File: config.mk
export PLATFORM = sky130hd
export DESIGN_NAME = alu_sum_arbiter
export DESIGN_NICKNAME = d
export VERILOG_FILES = /design/src/rtl/alu_sum_arb_pkg.sv /design/src/rtl/alu_sum_core.sv /design/src/rtl/alu_sum_arbiter.sv
export SDC_FILE = /design/constraint.sdc
export NUM_CORES = 1
export LEC_CHECK = 0
export CELL_PAD_IN_SITES_DETAIL_PLACEMENT = 2
export CELL_PAD_IN_SITES_GLOBAL_PLACEMENT = 2
export CORE_MARGIN = 2
export CORE_UTILIZATION = 28
export DETAILED_ROUTE_END_ITERATION = 16
export PLACE_DENSITY_LB_ADDON = 0.1
export SYNTH_ARGS = -nofsm -noshare
export SYNTH_HDL_FRONTEND = slang
export SYNTH_SLANG_ARGS = --single-unit
File: constraint.sdc
create_clock -name clk -period 2.8 [get_ports clk]
set_clock_uncertainty 0.05 [all_clocks]
set_input_delay 0.56 -clock clk [delete_from_list [all_inputs] [get_ports clk]]
set_output_delay 0.56 -clock clk [all_outputs]
set_load 0.03 [all_outputs]
File: src/rtl/alu_sum_arb_pkg.sv
// ============================================================================
// alu_sum_arb_pkg -- FSM state encoding and default width for alu_sum_arbiter
// Rev 1.0 -- initial release
// ============================================================================
`default_nettype none

package alu_sum_arb_pkg;

   localparam int         c_defaultWidth = 32;

   localparam logic [1:0] c_stIdle = 2'd0;
   localparam logic [1:0] c_stExec = 2'd1;
   localparam logic [1:0] c_stResp = 2'd2;

   typedef enum logic [1:0] {
      IDLE = c_stIdle,
      EXEC = c_stExec,
      RESP = c_stResp
   } state_t;

endpackage

`default_nettype wire

File: src/rtl/alu_sum_core.sv
// ============================================================================
// alu_sum_core -- combinational WIDTH-bit adder with carry-out and overflow
// Rev 1.0 -- initial release
// ============================================================================
`default_nettype none

module alu_sum_core
   import alu_sum_arb_pkg::*;
#(
   parameter int WIDTH = c_defaultWidth
) (
   input  logic [WIDTH-1:0] a,
   input  logic [WIDTH-1:0] b,
   output logic [WIDTH-1:0] sum,
   output logic             carry,
   output logic             ovf
);

   logic [WIDTH:0] w_full;

   assign w_full = {1'b0, a} + {1'b0, b};
   assign sum    = w_full[WIDTH-1:0];
   assign carry  = w_full[WIDTH];
   // Signed overflow: like-signed operands producing a result of the other sign
   assign ovf    = (a[WIDTH-1] == b[WIDTH-1]) && (w_full[WIDTH-1] != a[WIDTH-1]);

endmodule

`default_nettype wire

File: src/rtl/alu_sum_arbiter.sv
// ============================================================================
// alu_sum_arbiter -- two requesters sharing one adder (IDLE/EXEC/RESP FSM)
// Define ALU_SUM_ARB_RR_EN for round-robin; default is fixed priority to req0.
// Rev 1.0 -- initial release
// ============================================================================
`default_nettype none

module alu_sum_arbiter
   import alu_sum_arb_pkg::*;
#(
   parameter int WIDTH = c_defaultWidth
) (
   input  logic             clk,
   input  logic             rst_n,
   input  logic             req0_valid,
   input  logic [WIDTH-1:0] req0_a,
   input  logic [WIDTH-1:0] req0_b,
   output logic             req0_ready,
   input  logic             req1_valid,
   input  logic [WIDTH-1:0] req1_a,
   input  logic [WIDTH-1:0] req1_b,
   output logic             req1_ready,
   output logic             rsp_valid,
   output logic             rsp_id,
   output logic [WIDTH-1:0] rsp_sum,
   output logic             rsp_carry,
   output logic             rsp_ovf,
   input  logic             rsp_ready
);

   state_t           r_state;
   state_t           w_nextState;
   logic [WIDTH-1:0] r_opA;
   logic [WIDTH-1:0] r_opB;
   logic             r_opId;
   logic             w_grant1;
   logic             w_accept;
   logic [WIDTH-1:0] w_sum;
   logic             w_carry;
   logic             w_ovf;
   logic             r_rspId;
   logic [WIDTH-1:0] r_rspSum;
   logic             r_rspCarry;
   logic             r_rspOvf;

`ifdef ALU_SUM_ARB_RR_EN
   logic r_lastGrant;

   // Reset value 1 makes requester 0 win the first contested grant
   always_ff @(posedge clk) begin
      if (!rst_n)
         r_lastGrant <= 1'b1;
      else if (w_accept)
         r_lastGrant <= w_grant1;
   end

   assign w_grant1 = req1_valid && (!req0_valid || !r_lastGrant);
`else
   assign w_grant1 = req1_valid && !req0_valid;
`endif

   always_ff @(posedge clk) begin
      if (!rst_n)
         r_state <= IDLE;
      else
         r_state <= w_nextState;
   end

   always_comb begin
      w_nextState = r_state;
      w_accept    = 1'b0;
      req0_ready  = 1'b0;
      req1_ready  = 1'b0;
      case (r_state)
         IDLE: begin
            w_accept   = rst_n && (req0_valid || req1_valid);
            req0_ready = w_accept && !w_grant1;
            req1_ready = w_accept && w_grant1;
            if (w_accept)
               w_nextState = EXEC;
         end
         EXEC:    w_nextState = RESP;
         RESP: begin
            if (rsp_ready)
               w_nextState = IDLE;
         end
         default: w_nextState = IDLE;
      endcase
   end

   always_ff @(posedge clk) begin
      if (!rst_n) begin
         r_opA      <= '0;
         r_opB      <= '0;
         r_opId     <= 1'b0;
         r_rspId    <= 1'b0;
         r_rspSum   <= '0;
         r_rspCarry <= 1'b0;
         r_rspOvf   <= 1'b0;
      end else begin
         if (w_accept) begin
            r_opA  <= w_grant1 ? req1_a : req0_a;
            r_opB  <= w_grant1 ? req1_b : req0_b;
            r_opId <= w_grant1;
         end
         if (r_state == EXEC) begin
            r_rspId    <= r_opId;
            r_rspSum   <= w_sum;
            r_rspCarry <= w_carry;
            r_rspOvf   <= w_ovf;
         end
      end
   end

   alu_sum_core #(
      .WIDTH (WIDTH)
   ) u_core (
      .a     (r_opA),
      .b     (r_opB),
      .sum   (w_sum),
      .carry (w_carry),
      .ovf   (w_ovf)
   );

   assign rsp_valid = (r_state == RESP);
   assign rsp_id    = r_rspId;
   assign rsp_sum   = r_rspSum;
   assign rsp_carry = r_rspCarry;
   assign rsp_ovf   = r_rspOvf;

endmodule

`default_nettype wire

==> impl_metrics.xml <==
<?xml version="1.0" encoding="UTF-8"?>
<metrics>
  <group name="global_routing">
    <metric name="antenna_found_initial" unit="">0</metric>
    <metric name="grt_max_degree" unit="">77</metric>
    <metric name="met3_usage_grt" unit="%">2.94</metric>
    <metric name="grt_busiest_layer" unit="">met2</metric>
    <metric name="grt_pass1_wl" unit="µm">33600</metric>
    <metric name="number_of_global_route_vias_before_repair" unit="">6184</metric>
    <metric name="global_route.usage.met2" unit="%">31.6</metric>
    <metric name="grtUsageMet1" unit="%">26.6</metric>
    <metric name="grt-ovfl-total" unit="">0</metric>
    <metric name="track_usage" unit="%">19.2</metric>
  </group>
  <group name="final_layout">
    <metric name="final_nets" unit="">999</metric>
    <metric name="layout.area.seq" unit="µm²">2040</metric>
    <metric name="multi_input_gate_area_in_the_final_layout" unit="µm²">3670</metric>
    <metric name="layout_commonest_cell" unit="">sky130_fd_sc_hd__clkdlybuf4s50_1</metric>
    <metric name="final_layout_size_suffix_gt1_share" unit="%">7.28</metric>
    <metric name="fillCellCount" unit="">2196</metric>
    <metric name="n_antenna_cell" unit="">0</metric>
    <metric name="synthToLayoutAreaGrowth" unit="%">42.4</metric>
    <metric name="final_cell_mix" unit="">sky130_fd_sc_hd__clkdlybuf4s50_1, sky130_fd_sc_hd__dfxtp_1, sky130_fd_sc_hd__nor2_1</metric>
  </group>
  <group name="detailed_routing">
    <metric name="antenna_left" unit="">0</metric>
    <metric name="vias_after_detailed_routing" unit="">5660</metric>
    <metric name="drt-initial-drc-count" unit="">186</metric>
    <metric name="drt_wirelength" unit="µm">20400</metric>
    <metric name="drt_first_pass_iters" unit="">4</metric>
    <metric name="drt-wirelength-per-cell" unit="µm">18.5</metric>
    <metric name="drt_drc_violations_left" unit="">0</metric>
    <metric name="via_per_inst" unit="">5.11</metric>
  </group>
  <group name="worst_setup_path">
    <metric name="setup.worst_path.class" unit="">flip-flop to flip-flop</metric>
    <metric name="worstPathRequired" unit="ns">3.00</metric>
    <metric name="critPathMaxFanout" unit="">3</metric>
    <metric name="worst-endpoint-arrival" unit="ns">2.84</metric>
    <metric name="worst_setup_path_start_kind" unit="">flip-flop</metric>
    <metric name="cp-end-kind" unit="">flip-flop</metric>
  </group>
  <group name="floorplan">
    <metric name="initial_utilization" unit="%">28.7</metric>
    <metric name="core_area" unit="µm²">20400</metric>
    <metric name="top_level_ports" unit="">171</metric>
    <metric name="die_area" unit="µm²">22000</metric>
    <metric name="die-height" unit="µm">148</metric>
    <metric name="die_width" unit="µm">148</metric>
    <metric name="placementRows" unit="">52</metric>
  </group>
  <group name="timing">
    <metric name="totalNegativeSetupSlack" unit="ns">0</metric>
    <metric name="max_freq" unit="MHz">378</metric>
    <metric name="worst_pin_slew" unit="ns">0.618</metric>
    <metric name="worst_slew_margin" unit="%">58.8</metric>
    <metric name="setup_violations" unit="">0</metric>
    <metric name="setup_repair_after_global_routing_missed_its_margin" unit="">no</metric>
    <metric name="hold_viol_final" unit="">0</metric>
    <metric name="final_critical_delay_including_setup_and_external_delays" unit="ns">2.64</metric>
    <metric name="hold-worst-slack" unit="ns">0.408</metric>
    <metric name="finalCritPeriodShare" unit="%">94.4</metric>
    <metric name="final_max_slew_viol_count" unit="">0</metric>
  </group>
  <group name="cts">
    <metric name="cts.root.buffer_cell" unit="">sky130_fd_sc_hd__clkbuf_16</metric>
    <metric name="numCtsBuffers" unit="">9</metric>
    <metric name="clock_tree.buffer_depth" unit="">2</metric>
    <metric name="cts_max_level" unit="">3</metric>
    <metric name="clock_latency" unit="ns">0.36</metric>
    <metric name="tritoncts" unit="">done</metric>
    <metric name="cts.clk_slew.worst_paths" unit="ns">0.08</metric>
    <metric name="holdBufCountCts" unit="">0</metric>
    <metric name="cts_sinks" unit="">102</metric>
  </group>
  <group name="job">
    <metric name="max_cap_violations" unit="">0</metric>
  </group>
  <group name="logic_synthesis">
    <metric name="asyncSetResetFlopFracSynth" unit="%">0</metric>
    <metric name="synthesized_cell_area" unit="µm²">5840</metric>
    <metric name="yosys_warnings" unit="">0</metric>
    <metric name="syn-mean-instance-area" unit="µm²">8.66</metric>
    <metric name="yosys.area.top_type" unit="">sky130_fd_sc_hd__dfxtp_1</metric>
    <metric name="synth-seq-cells" unit="">102</metric>
    <metric name="synth_ff_type" unit="">sky130_fd_sc_hd__dfxtp_1</metric>
    <metric name="synth.top_cells.by_area" unit="">sky130_fd_sc_hd__dfxtp_1, sky130_fd_sc_hd__mux2i_1, sky130_fd_sc_hd__a211oi_1, sky130_fd_sc_hd__ha_1, sky130_fd_sc_hd__nor2_1</metric>
    <metric name="post_syn_instances" unit="">674</metric>
    <metric name="synth_sequential_area_ratio" unit="%">35.0</metric>
    <metric name="synthDominantCellAreaShare" unit="%">35.0</metric>
    <metric name="postSynthNetCount" unit="">840</metric>
    <metric name="synth_enable_flop_cells" unit="">0</metric>
    <metric name="distinct_cells_synth" unit="">63</metric>
  </group>
  <group name="power">
    <metric name="peakVddDrop" unit="V">0.000241</metric>
    <metric name="leakagePower" unit="nW">3.22</metric>
    <metric name="power_per_cell_area" unit="nW/µm²">524</metric>
  </group>
  <group name="place">
    <metric name="dp_hpwl" unit="µm">16400</metric>
    <metric name="port_buffers" unit="">170</metric>
    <metric name="gp_congestion" unit="">0.846</metric>
  </group>
  <group name="min_path">
    <metric name="timing.hold.worst.class" unit="">flip-flop to flip-flop</metric>
  </group>
  <group name="status">
    <metric name="run_status" unit="">complete, no violations</metric>
  </group>
</metrics>
synthesized netlist by cell type (all sizes together), types with 3 or more instances:
cell and count:
mux2i 67, a21oi 45, nor3 6, nand4 8
buf 10, o31a 3, a211oi 71, dfxtp 102
o221ai 3, o21a 5, ha 32, xnor2 9
nor2b 7, a31oi 5, and3 6, nand2b 6
clkbuf 33, xor2 10, nand2 61, a21o 15
o211ai 3, inv 4, o21ai 23, nor2 86
nand3 12, or3 6, o41ai 3, and2 8
critical path, stage by stage, from the launching register on:
cell	delay, ns
sky130_fd_sc_hd__dfxtp_2	0.34
sky130_fd_sc_hd__ha_4	0.16
sky130_fd_sc_hd__fa_2	0.38
sky130_fd_sc_hd__a211oi_4	0.29
sky130_fd_sc_hd__o21ai_2	0.11
sky130_fd_sc_hd__and2_4	0.16
sky130_fd_sc_hd__a221oi_4	0.31
sky130_fd_sc_hd__or3_4	0.19
sky130_fd_sc_hd__nor2b_4	0.15
sky130_fd_sc_hd__o21ai_1	0.06
sky130_fd_sc_hd__a221o_1	0.32
stage by stage:
step	utilization [%]	setup slack [ns]	total power, mW	cells	cell area, µm²
global route	40.8	0.00152	4.62	1108	8310
global placement	38.9	-0.0241	2.91	1091	7920
floorplan	-	0.0951	2.39	674	5840
detailed placement	38.9	-0.0637	2.96	1091	7920
CTS	40.6	0.0189	4.43	1107	8280
finish	40.8	0.156	4.36	1108	8310
kinds of logic (layout without fill, tap and decap cells):
logic type,after synthesis,after routing,share of synthesized area [%]
simple gates,212,212,17.0
compound gates,192,192,23.1
flops,102,102,35.0
mux,68,68,11.7
buf+inv,48,212,3.19
fa+ha+maj,33,33,7.20
xor+xnor,19,19,2.85
final cells by class:
class                      instances  area share (%)
timing repair buffer             191            22.9
tap                              270            4.06
clock buffer                       9            2.71
clock inverter                     7            1.37
sequential                       102            24.6
inverter                           5           0.226
multi-input combinational        524            44.1
power by group:
part | total (mW) | switching (mW) | internal [mW]
combinational | 1.24 | 0.679 | 0.563
clock | 1.44 | 0.633 | 0.807
sequential | 1.68 | 0.0936 | 1.58
sequential cells by signal, indices dropped and copies added, names as in the netlist:
name,cells
rsp_carry,1
rsp_sum,32
r_state,2
r_opB,32
r_opA,32
rsp_ovf,1
rsp_id,1
r_opId,1
final timing paths:
| check | startpoint | end | slack, ns | cells after the start |
|---|---|---|---|---|
| max reg2reg | r_opA[0] | rsp_sum[26] | 0.16 | 10 |
| min reg2reg | rsp_sum[20] | rsp_sum[20] | 0.41 | 2 |
| max | r_opA[0] | rsp_sum[26] | 0.16 | 10 |
| min | rsp_sum[20] | rsp_sum[20] | 0.41 | 2 |
layer usage:
metal,vias to the layer above,wire (µm)
met2,117,9540
met5,-,0
li1,2793,-
met1,2741,9890
met4,0,207
met3,9,805
timing repair:
action	4_1_cts	5_1_grt
hold endpoints to repair	0	0
pin swaps	1	7
buffers inserted	0	1
gates resized for setup	2	9
endpoints found under the setup margin	3	6
Power figures use the tool's default switching activity.
